--- src/rtl/tli4970_multi_reader_if.sv ---
// Shared SPI bus for a bank of TLI4970 current sensors.
// One SCK, one MISO and an active-low chip select per sensor.
//   spi_clk  : SCK, driven by the reader, idle low
//   spi_cs   : per-sensor chip select, active low, driven by the reader
//   spi_miso : sensor data back to the reader
// master modport = reader side, slave modport = sensor side.
interface tli4970_multi_reader_if #(
  parameter int NUM_CH = 4
);
  logic              spi_clk;
  logic [NUM_CH-1:0] spi_cs;
  logic              spi_miso;

  modport master (output spi_clk, output spi_cs, input spi_miso);
  modport slave  (input spi_clk, input spi_cs, output spi_miso);
endinterface

--- src/rtl/tli4970_multi_reader.sv ---
// Round-robin readout engine for up to NUM_CH TLI4970 current sensors.
// Each sweep reads one 16-bit frame from every channel in turn, checks
// parity, splits current frames from status frames and publishes an
// offset-corrected signed current with a one-clock valid strobe.
// Ports:
//   clk, reset_n      : clock, synchronous active-low reset
//   enable            : free-running periodic sweeps at UPDATE_FREQ
//   trigger           : one-clock pulse, starts a sweep when idle
//   spi               : shared SPI bus (master modport)
//   current           : 16 bits per channel, signed, channel i at [16i+15:16i]
//   current_valid     : per-channel one-clock update strobe
//   status_word       : last status frame per channel
//   ocd, parity_err   : per-channel overcurrent flag / sticky parity error
//   overrun           : sticky, a periodic/trigger start hit a busy sweep
//   busy              : sweep in progress
module tli4970_multi_reader #(
  parameter int NUM_CH      = 4,
  parameter int CLK_FREQ    = 16_000_000,
  parameter int SCK_DIV     = 16,
  parameter int UPDATE_FREQ = 100,
  parameter int OFFSET      = 4096
) (
  input  logic                   clk,
  input  logic                   reset_n,
  input  logic                   enable,
  input  logic                   trigger,
  tli4970_multi_reader_if.master spi,
  output logic [16*NUM_CH-1:0]   current,
  output logic [NUM_CH-1:0]      current_valid,
  output logic [16*NUM_CH-1:0]   status_word,
  output logic [NUM_CH-1:0]      ocd,
  output logic [NUM_CH-1:0]      parity_err,
  output logic                   overrun,
  output logic                   busy
);

  localparam int P   = CLK_FREQ / UPDATE_FREQ;
  localparam int TW  = (P > 1) ? $clog2(P) : 1;
  localparam int DW  = $clog2(SCK_DIV);
  localparam int CHW = (NUM_CH > 1) ? $clog2(NUM_CH) : 1;
  localparam logic [15:0]    OFFSET_W = 16'(OFFSET);
  localparam logic [TW-1:0]  TMR_LAST = TW'(P - 1);
  localparam logic [DW-1:0]  DIV_LAST = DW'(SCK_DIV - 1);
  localparam logic [CHW-1:0] CH_LAST  = CHW'(NUM_CH - 1);

  typedef enum logic [2:0] {IDLE, CS_SETUP, SHIFT, CS_HOLD, DECODE, GAP} state_t;

  state_t                state_reg, state_next;
  logic [TW-1:0]         tmr_reg;
  logic [DW-1:0]         div_reg;
  logic [CHW-1:0]        ch_reg;
  logic [3:0]            bit_cnt_reg;
  logic                  phase_reg;
  logic                  sck_reg;
  logic [15:0]           shreg_reg;
  logic [16*NUM_CH-1:0]  current_reg, status_reg;
  logic [NUM_CH-1:0]     valid_reg, ocd_reg, perr_reg;
  logic                  overrun_reg;
  logic [NUM_CH-1:0]     cs_n;
  logic                  frame_active;

  logic        tmr_wrap, start_req, div_run, tick, decode_now;
  logic [15:0] dec_cur;

  assign tmr_wrap  = (tmr_reg == TMR_LAST);
  assign start_req = (tmr_wrap && enable) || trigger;
  // The divider is frozen in IDLE and during the single-clock DECODE, so
  // the GAP that follows still lasts a full half-period.
  assign div_run   = (state_reg != IDLE) && (state_reg != DECODE);
  assign tick      = div_run && (div_reg == DIV_LAST);
  // shreg is complete at the end of CS_HOLD; latching results on that edge
  // makes the new current and its strobe visible during the DECODE clock.
  assign decode_now = (state_reg == CS_HOLD) && tick;
  assign dec_cur    = {3'b000, shreg_reg[12:0]} - OFFSET_W;

  // State register
  always_ff @(posedge clk) begin
    if (!reset_n) state_reg <= IDLE;
    else          state_reg <= state_next;
  end

  // Next-state logic
  always_comb begin
    state_next = state_reg;
    unique case (state_reg)
      IDLE:     if (start_req) state_next = CS_SETUP;
      CS_SETUP: if (tick) state_next = SHIFT;
      SHIFT:    if (tick && phase_reg && bit_cnt_reg == 4'd0) state_next = CS_HOLD;
      CS_HOLD:  if (tick) state_next = DECODE;
      DECODE:   state_next = GAP;
      GAP:      if (tick) state_next = (ch_reg == CH_LAST) ? IDLE : CS_SETUP;
      default:  state_next = IDLE;
    endcase
  end

  // Output logic
  always_comb begin
    busy         = (state_reg != IDLE);
    frame_active = (state_reg == CS_SETUP) || (state_reg == SHIFT) ||
                   (state_reg == CS_HOLD);
  end

  for (genvar gi = 0; gi < NUM_CH; gi++) begin : g_cs
    assign cs_n[gi] = !(frame_active && ch_reg == CHW'(gi));
  end

  assign spi.spi_cs     = cs_n;
  assign spi.spi_clk    = sck_reg;
  assign current        = current_reg;
  assign status_word    = status_reg;
  assign current_valid  = valid_reg;
  assign ocd            = ocd_reg;
  assign parity_err     = perr_reg;
  assign overrun        = overrun_reg;

  // Timer, SCK generation, shifting and per-channel result registers
  always_ff @(posedge clk) begin
    if (!reset_n) begin
      tmr_reg     <= '0;
      div_reg     <= '0;
      ch_reg      <= '0;
      bit_cnt_reg <= '0;
      phase_reg   <= 1'b0;
      sck_reg     <= 1'b0;
      shreg_reg   <= '0;
      current_reg <= '0;
      status_reg  <= '0;
      valid_reg   <= '0;
      ocd_reg     <= '0;
      perr_reg    <= '0;
      overrun_reg <= 1'b0;
    end else begin
      tmr_reg <= tmr_wrap ? '0 : tmr_reg + 1'b1;

      if (!div_run || tick) div_reg <= '0;
      else                  div_reg <= div_reg + 1'b1;

      if (start_req && state_reg != IDLE) overrun_reg <= 1'b1;

      if (state_reg == IDLE && start_req)
        ch_reg <= '0;
      else if (state_reg == GAP && tick && ch_reg != CH_LAST)
        ch_reg <= ch_reg + 1'b1;

      if (state_reg == CS_SETUP) begin
        bit_cnt_reg <= 4'd15;
        phase_reg   <= 1'b0;
        sck_reg     <= 1'b0;
      end else if (state_reg == SHIFT && tick) begin
        // first tick of each bit raises SCK, second lowers it and samples
        if (!phase_reg) begin
          sck_reg   <= 1'b1;
          phase_reg <= 1'b1;
        end else begin
          sck_reg     <= 1'b0;
          phase_reg   <= 1'b0;
          shreg_reg   <= {shreg_reg[14:0], spi.spi_miso};
          bit_cnt_reg <= bit_cnt_reg - 4'd1;
        end
      end

      valid_reg <= '0;
      if (decode_now) begin
        for (int i = 0; i < NUM_CH; i++) begin
          if (ch_reg == CHW'(i)) begin
            if (^shreg_reg) begin
              perr_reg[i] <= 1'b1;
            end else if (shreg_reg[15]) begin
              status_reg[16*i +: 16] <= shreg_reg;
            end else begin
              current_reg[16*i +: 16] <= dec_cur;
              ocd_reg[i]              <= shreg_reg[13];
              valid_reg[i]            <= 1'b1;
              perr_reg[i]             <= 1'b0;
            end
          end
        end
      end
    end
  end

endmodule

--- src/flat_wrapper.sv ---
// flat-port wrapper written by rule: the top's interface ports become plain ports
module tli4970_multi_reader_flat 
#(
  parameter int NUM_CH      = 4,
  parameter int CLK_FREQ    = 16_000_000,
  parameter int SCK_DIV     = 16,
  parameter int UPDATE_FREQ = 100,
  parameter int OFFSET      = 4096
)
  (clk, reset_n, enable, trigger, current, current_valid, status_word, ocd, parity_err, overrun, busy, spi_spi_clk, spi_spi_cs, spi_spi_miso);
  tli4970_multi_reader_if #(.NUM_CH(NUM_CH)) spi_i ();
  input  logic clk;
  input  logic reset_n;
  input  logic enable;
  input  logic trigger;
  output logic [16*NUM_CH-1:0] current;
  output logic [NUM_CH-1:0] current_valid;
  output logic [16*NUM_CH-1:0] status_word;
  output logic [NUM_CH-1:0] ocd;
  output logic [NUM_CH-1:0] parity_err;
  output logic overrun;
  output logic busy;
  output wire logic [$bits(spi_i.spi_clk)-1:0] spi_spi_clk;
  output wire logic [$bits(spi_i.spi_cs)-1:0] spi_spi_cs;
  input wire logic [$bits(spi_i.spi_miso)-1:0] spi_spi_miso;
  assign spi_spi_clk = spi_i.spi_clk;
  assign spi_spi_cs = spi_i.spi_cs;
  assign spi_i.spi_miso = spi_spi_miso;
  tli4970_multi_reader #(.NUM_CH(NUM_CH), .CLK_FREQ(CLK_FREQ), .SCK_DIV(SCK_DIV), .UPDATE_FREQ(UPDATE_FREQ), .OFFSET(OFFSET)) u_core (.clk(clk), .reset_n(reset_n), .enable(enable), .trigger(trigger), .spi(spi_i), .current(current), .current_valid(current_valid), .status_word(status_word), .ocd(ocd), .parity_err(parity_err), .overrun(overrun), .busy(busy));
endmodule
--- config.mk ---
export PLATFORM = sky130hd
export DESIGN_NAME = tli4970_multi_reader_flat
export DESIGN_NICKNAME = d
export VERILOG_FILES = /design/src/rtl/tli4970_multi_reader_if.sv /design/src/rtl/tli4970_multi_reader.sv /design/src/flat_wrapper.sv
export SDC_FILE = /design/constraint.sdc
export NUM_CORES = 1
export LEC_CHECK = 0
export CAP_MARGIN = 0
export CORE_MARGIN = 4
export CORE_UTILIZATION = 33
export DETAILED_ROUTE_END_ITERATION = 6
export MAX_ROUTING_LAYER = met4
export PLACE_DENSITY = 0.61
export SYNTH_ARGS = -nofsm -noshare
export SYNTH_HDL_FRONTEND = slang
export SYNTH_SLANG_ARGS = --single-unit
--- constraint.sdc ---
create_clock -name clk -period 1.98 [get_ports clk]
set_input_delay 0.297 -clock clk [delete_from_list [all_inputs] [get_ports clk]]
set_output_delay 0.297 -clock clk [all_outputs]
set_load 0.02 [all_outputs]
==> results.py <==
metrics = {
    "routing": {
        "via_count": 5264,
        "postRouteAntennaNets": 0,
        "drt_iter0_markers": 240,
        "drt-vias-per-instance": 4.59,
        "drt-pass1-iter-count": 4,
        "drc": 0,
        "wire_per_inst_um": 15.9,
        "wl_mm": 18.3,
    },
    "critical_path": {
        "crit_chain": "xnor2_1 > xnor2_1 > xnor2_1 > xnor2_2 > and4_1 > buf_12 > mux2i_1",
        "r2r_cells": 7,
        "critPathMaxStageDelay_ns": 0.34,
        "cp.required_ns": 2.33,
        "crit_path_end": "u_core.status_word[2]",
        "critPathLaunchType": "flip-flop",
        "cpMaxStageDelayCell": "dfxtp_1",
        "r2r_end": "u_core.status_word[2]",
        "crit_path_max_fanout": 16,
        "cp.arrival_ns": 2.20,
        "crit_path_frequent_cell": "xnor2_1",
        "r2r_slack_ns": 0.13,
        "cp-end-kind": "flip-flop",
        "worstSetupPathType": "reg2reg",
        "crit_path_start": "u_core.shreg_reg[6]",
        "rr_startpoint": "u_core.shreg_reg[6]",
    },
    "synthesis": {
        "yosys.cell_types.count": 34,
        "synth_area_leaders": "dfxtp_1 51%, mux2i_1 17%, nand2_1 10%",
        "syn-instance-count": 717,
        "yosys-top-cells-count": "188 x nand2_1, 177 x dfxtp_1, 117 x mux2i_1",
        "yosysMostFrequentCell": "nand2_1",
        "synth_edf_count": 0,
        "synth_top_area_share_pct": 51.3,
        "syn_area_um2": 6910,
        "yosys_register_bits": 177,
        "synth_async_sr_flop_share_pct": 0,
        "yosysSeqAreaShare_pct": 51.3,
        "syn-num-nets": 730,
        "avgSynthCellArea_um2": 9.64,
        "yosysWarningCount": 0,
        "synth_area_leader_cell": "dfxtp_1",
        "ys.flop_type": "dfxtp_1",
    },
    "power_and_ir_drop": {
        "swShare_pct": 21.8,
        "switchingPower_w": 0.00153,
        "pwr-share-clk_pct": 46.5,
        "peakVddDrop_mv": 0.532,
        "pwr-share-seq_pct": 51.3,
        "p_comb_share_pct": 2.2,
        "power.internal_w": 0.00547,
        "p_leak_nw": 3.63,
        "p_per_area_nw_per_um2": 744,
    },
    "global_routing": {
        "grt_pass1_wl_mm": 28.4,
        "grt_max_degree": 49,
        "grt_usage_pct": 15.8,
        "grt-ovfl-total": 0,
        "antenna_found_initial": 0,
        "grt_pass1_vias": 5090,
    },
    "cts": {
        "cts_buffer_depth": 2,
        "clock_latency_ns": 0.43,
        "post_cts_buffers": 0,
        "ctsHtreeMaxLevel": 4,
        "path_clk_slew_ns": 0.07,
        "root_buffer": "clkbuf_16",
        "cts_hold_buf": 0,
        "cts_buffers": 17,
        "clock-sinks": 177,
        "cts_tree": "yes",
    },
    "min_path": {
        "hp-class": "in2reg",
    },
    "cells_and_area": {
        "seqCellArea_um2": 3550,
        "drive_above_1_share_pct": 8.10,
        "largest_reg_flops": 64,
        "final_area_um2": 9410,
        "fin_nets": 877,
        "multi_input_comb_area_um2": 3070,
        "final_cells": 1147,
        "fillerInstances": 1989,
        "antenna_cells": 0,
        "syn2layout_area_growth_pct": 36.2,
    },
    "timing": {
        "finalSetupViolCount": 0,
        "hold_viol": 0,
        "tightest_slew_ns": 0.622,
        "slew_violations": 0,
        "timing.fmax_mhz": 540,
        "period_share_pct": 93.6,
        "min_period_ns": 1.85,
        "relSlewSlack_pct": 58.4,
        "fin_ws_ns": 0.126,
        "setup_tns_ns": 0,
        "skew_ns": 0.0170,
        "rsz0062_at_grt": "false",
        "hold_ws_ns": 0.327,
    },
    "die": {
        "coreArea_um2": 20400,
        "die_x_um": 153,
        "die_area_um2": 23300,
        "ios": 152,
        "chipHeight_um": 153,
        "rows": 52,
        "start_util_pct": 33.8,
    },
    "job": {
        "maxCapViolCount": 0,
    },
    "place": {
        "gp_congestion": 0.745,
        "post-place-ws_ns": 0.0536,
        "hpwlAfterDp_mm": 12.5,
        "placed_cells": 1114,
        "place_area_um2": 8820,
        "portBuffers": 151,
    },
    "status": {
        "status": "complete, no violations",
    },
}
routing by layer:
| metal | wire length, um | vias to the layer above | global-route usage, % |
|---|---|---|---|
| met5 | 0 | - | - |
| met4 | 85 | 0 | 3.56 |
| met3 | 852 | 7 | 4.20 |
| met2 | 8790 | 122 | 25.6 |
| met1 | 8560 | 2489 | 19.9 |
| li1 | - | 2646 | - |
layout make-up:
type | count | share of cell area (%)
Clock inverter | 11 | 1.09
Multi-Input combinational cell | 479 | 32.6
Tap cell | 270 | 3.59
Inverter | 7 | 0.279
Clock buffer | 21 | 5.00
Timing Repair Buffer | 182 | 19.8
Sequential cell | 177 | 37.7
worst min-delay path by stage:
stage,start,to,slack [ns],depth (start not counted)
CTS,reset_n,u_core.overrun,0.31,2
detailed placement,u_core.tmr_reg[0],u_core.tmr_reg[0],0.44,1
global route,reset_n,u_core.overrun,0.32,2
finish,reset_n,u_core.overrun,0.33,2
floorplan,u_core.tmr_reg[0],u_core.tmr_reg[0],0.42,1
global placement,u_core.tmr_reg[0],u_core.tmr_reg[0],0.43,1
placed cells by master, fill, tap and decap left out, types with 3 or more instances in the layout:
cell type | synthesis | layout
inv_1 | 7 | 7
a21boi_0 | 17 | 17
clkinvlp_4 | 0 | 3
clkdlybuf4s50_1 | 0 | 145
dfxtp_2 | 0 | 4
clkinv_2 | 0 | 3
nand3_1 | 6 | 6
dfxtp_1 | 177 | 173
and2_1 | 6 | 6
buf_4 | 19 | 22
xnor2_1 | 20 | 19
o21a_1 | 9 | 9
inv_6 | 0 | 3
nor3_1 | 4 | 4
nand4_1 | 4 | 4
buf_12 | 0 | 10
clkbuf_8 | 0 | 3
nor2_1 | 33 | 32
nand2_1 | 188 | 188
mux2i_1 | 117 | 117
o21ai_0 | 15 | 15
and4_1 | 7 | 6
clkbuf_16 | 0 | 17
ha_1 | 8 | 8
dlygate4sd2_1 | 0 | 5
and3_1 | 4 | 4
xor2_1 | 16 | 16
nor3b_1 | 3 | 3
a21oi_1 | 8 | 8
stage by stage:
step / power (W) / util, %
final: 0.00700 / 46.1
after global routing: 0.00726 / 46.1
after CTS: 0.00709 / 45.9
after detailed placement: 0.00383 / 43.2
after global placement: 0.00383 / 43.2
after floorplan: 0.00377 / -
power by group through the flow:
stage / combinational, W / clock, W / sequential, W
5_1_grt: 0.000171 / 0.00350 / 0.00359
3_3_place_gp: 0.000159 / 0 / 0.00367
3_5_place_dp: 0.000159 / 0 / 0.00367
2_1_floorplan: 0.000101 / 0 / 0.00367
6_report: 0.000156 / 0.00326 / 0.00359
4_1_cts: 0.000157 / 0.00335 / 0.00359
logic make-up (layout without fill, tap and decap cells):
| logic type | Yosys count | after routing | share of synthesized area (%) |
|---|---|---|---|
| flip-flops | 177 | 177 | 51.3 |
| AND/OR/NAND/NOR | 265 | 266 | 16.3 |
| AO/OA/AOI/OAI | 52 | 52 | 4.80 |
| buffers and inverters | 62 | 221 | 4.69 |
| multiplexers | 117 | 117 | 17.0 |
| adder cells (fa/ha/maj) | 8 | 8 | 1.45 |
| XOR/XNOR | 36 | 36 | 4.56 |
what timing repair did:
| item | CTS | global route |
|---|---|---|
| endpoints found under the setup margin | 5 | 116 |
| endpoints found under the hold margin | 0 | 0 |
| resized for setup | 7 | 6 |
| cloned | 0 | 1 |
| pin swaps | 0 | 3 |
critical path, delay by kind of cell, from the launching register on:
family / cells / cell delay, ns
XOR/XNOR: 4 / 0.75
flip-flops: 1 / 0.34
AND/OR/NAND/NOR: 1 / 0.28
multiplexers: 1 / 0.20
buffers and inverters: 1 / 0.18
Note: power is estimated with default switching activity, not from simulation.
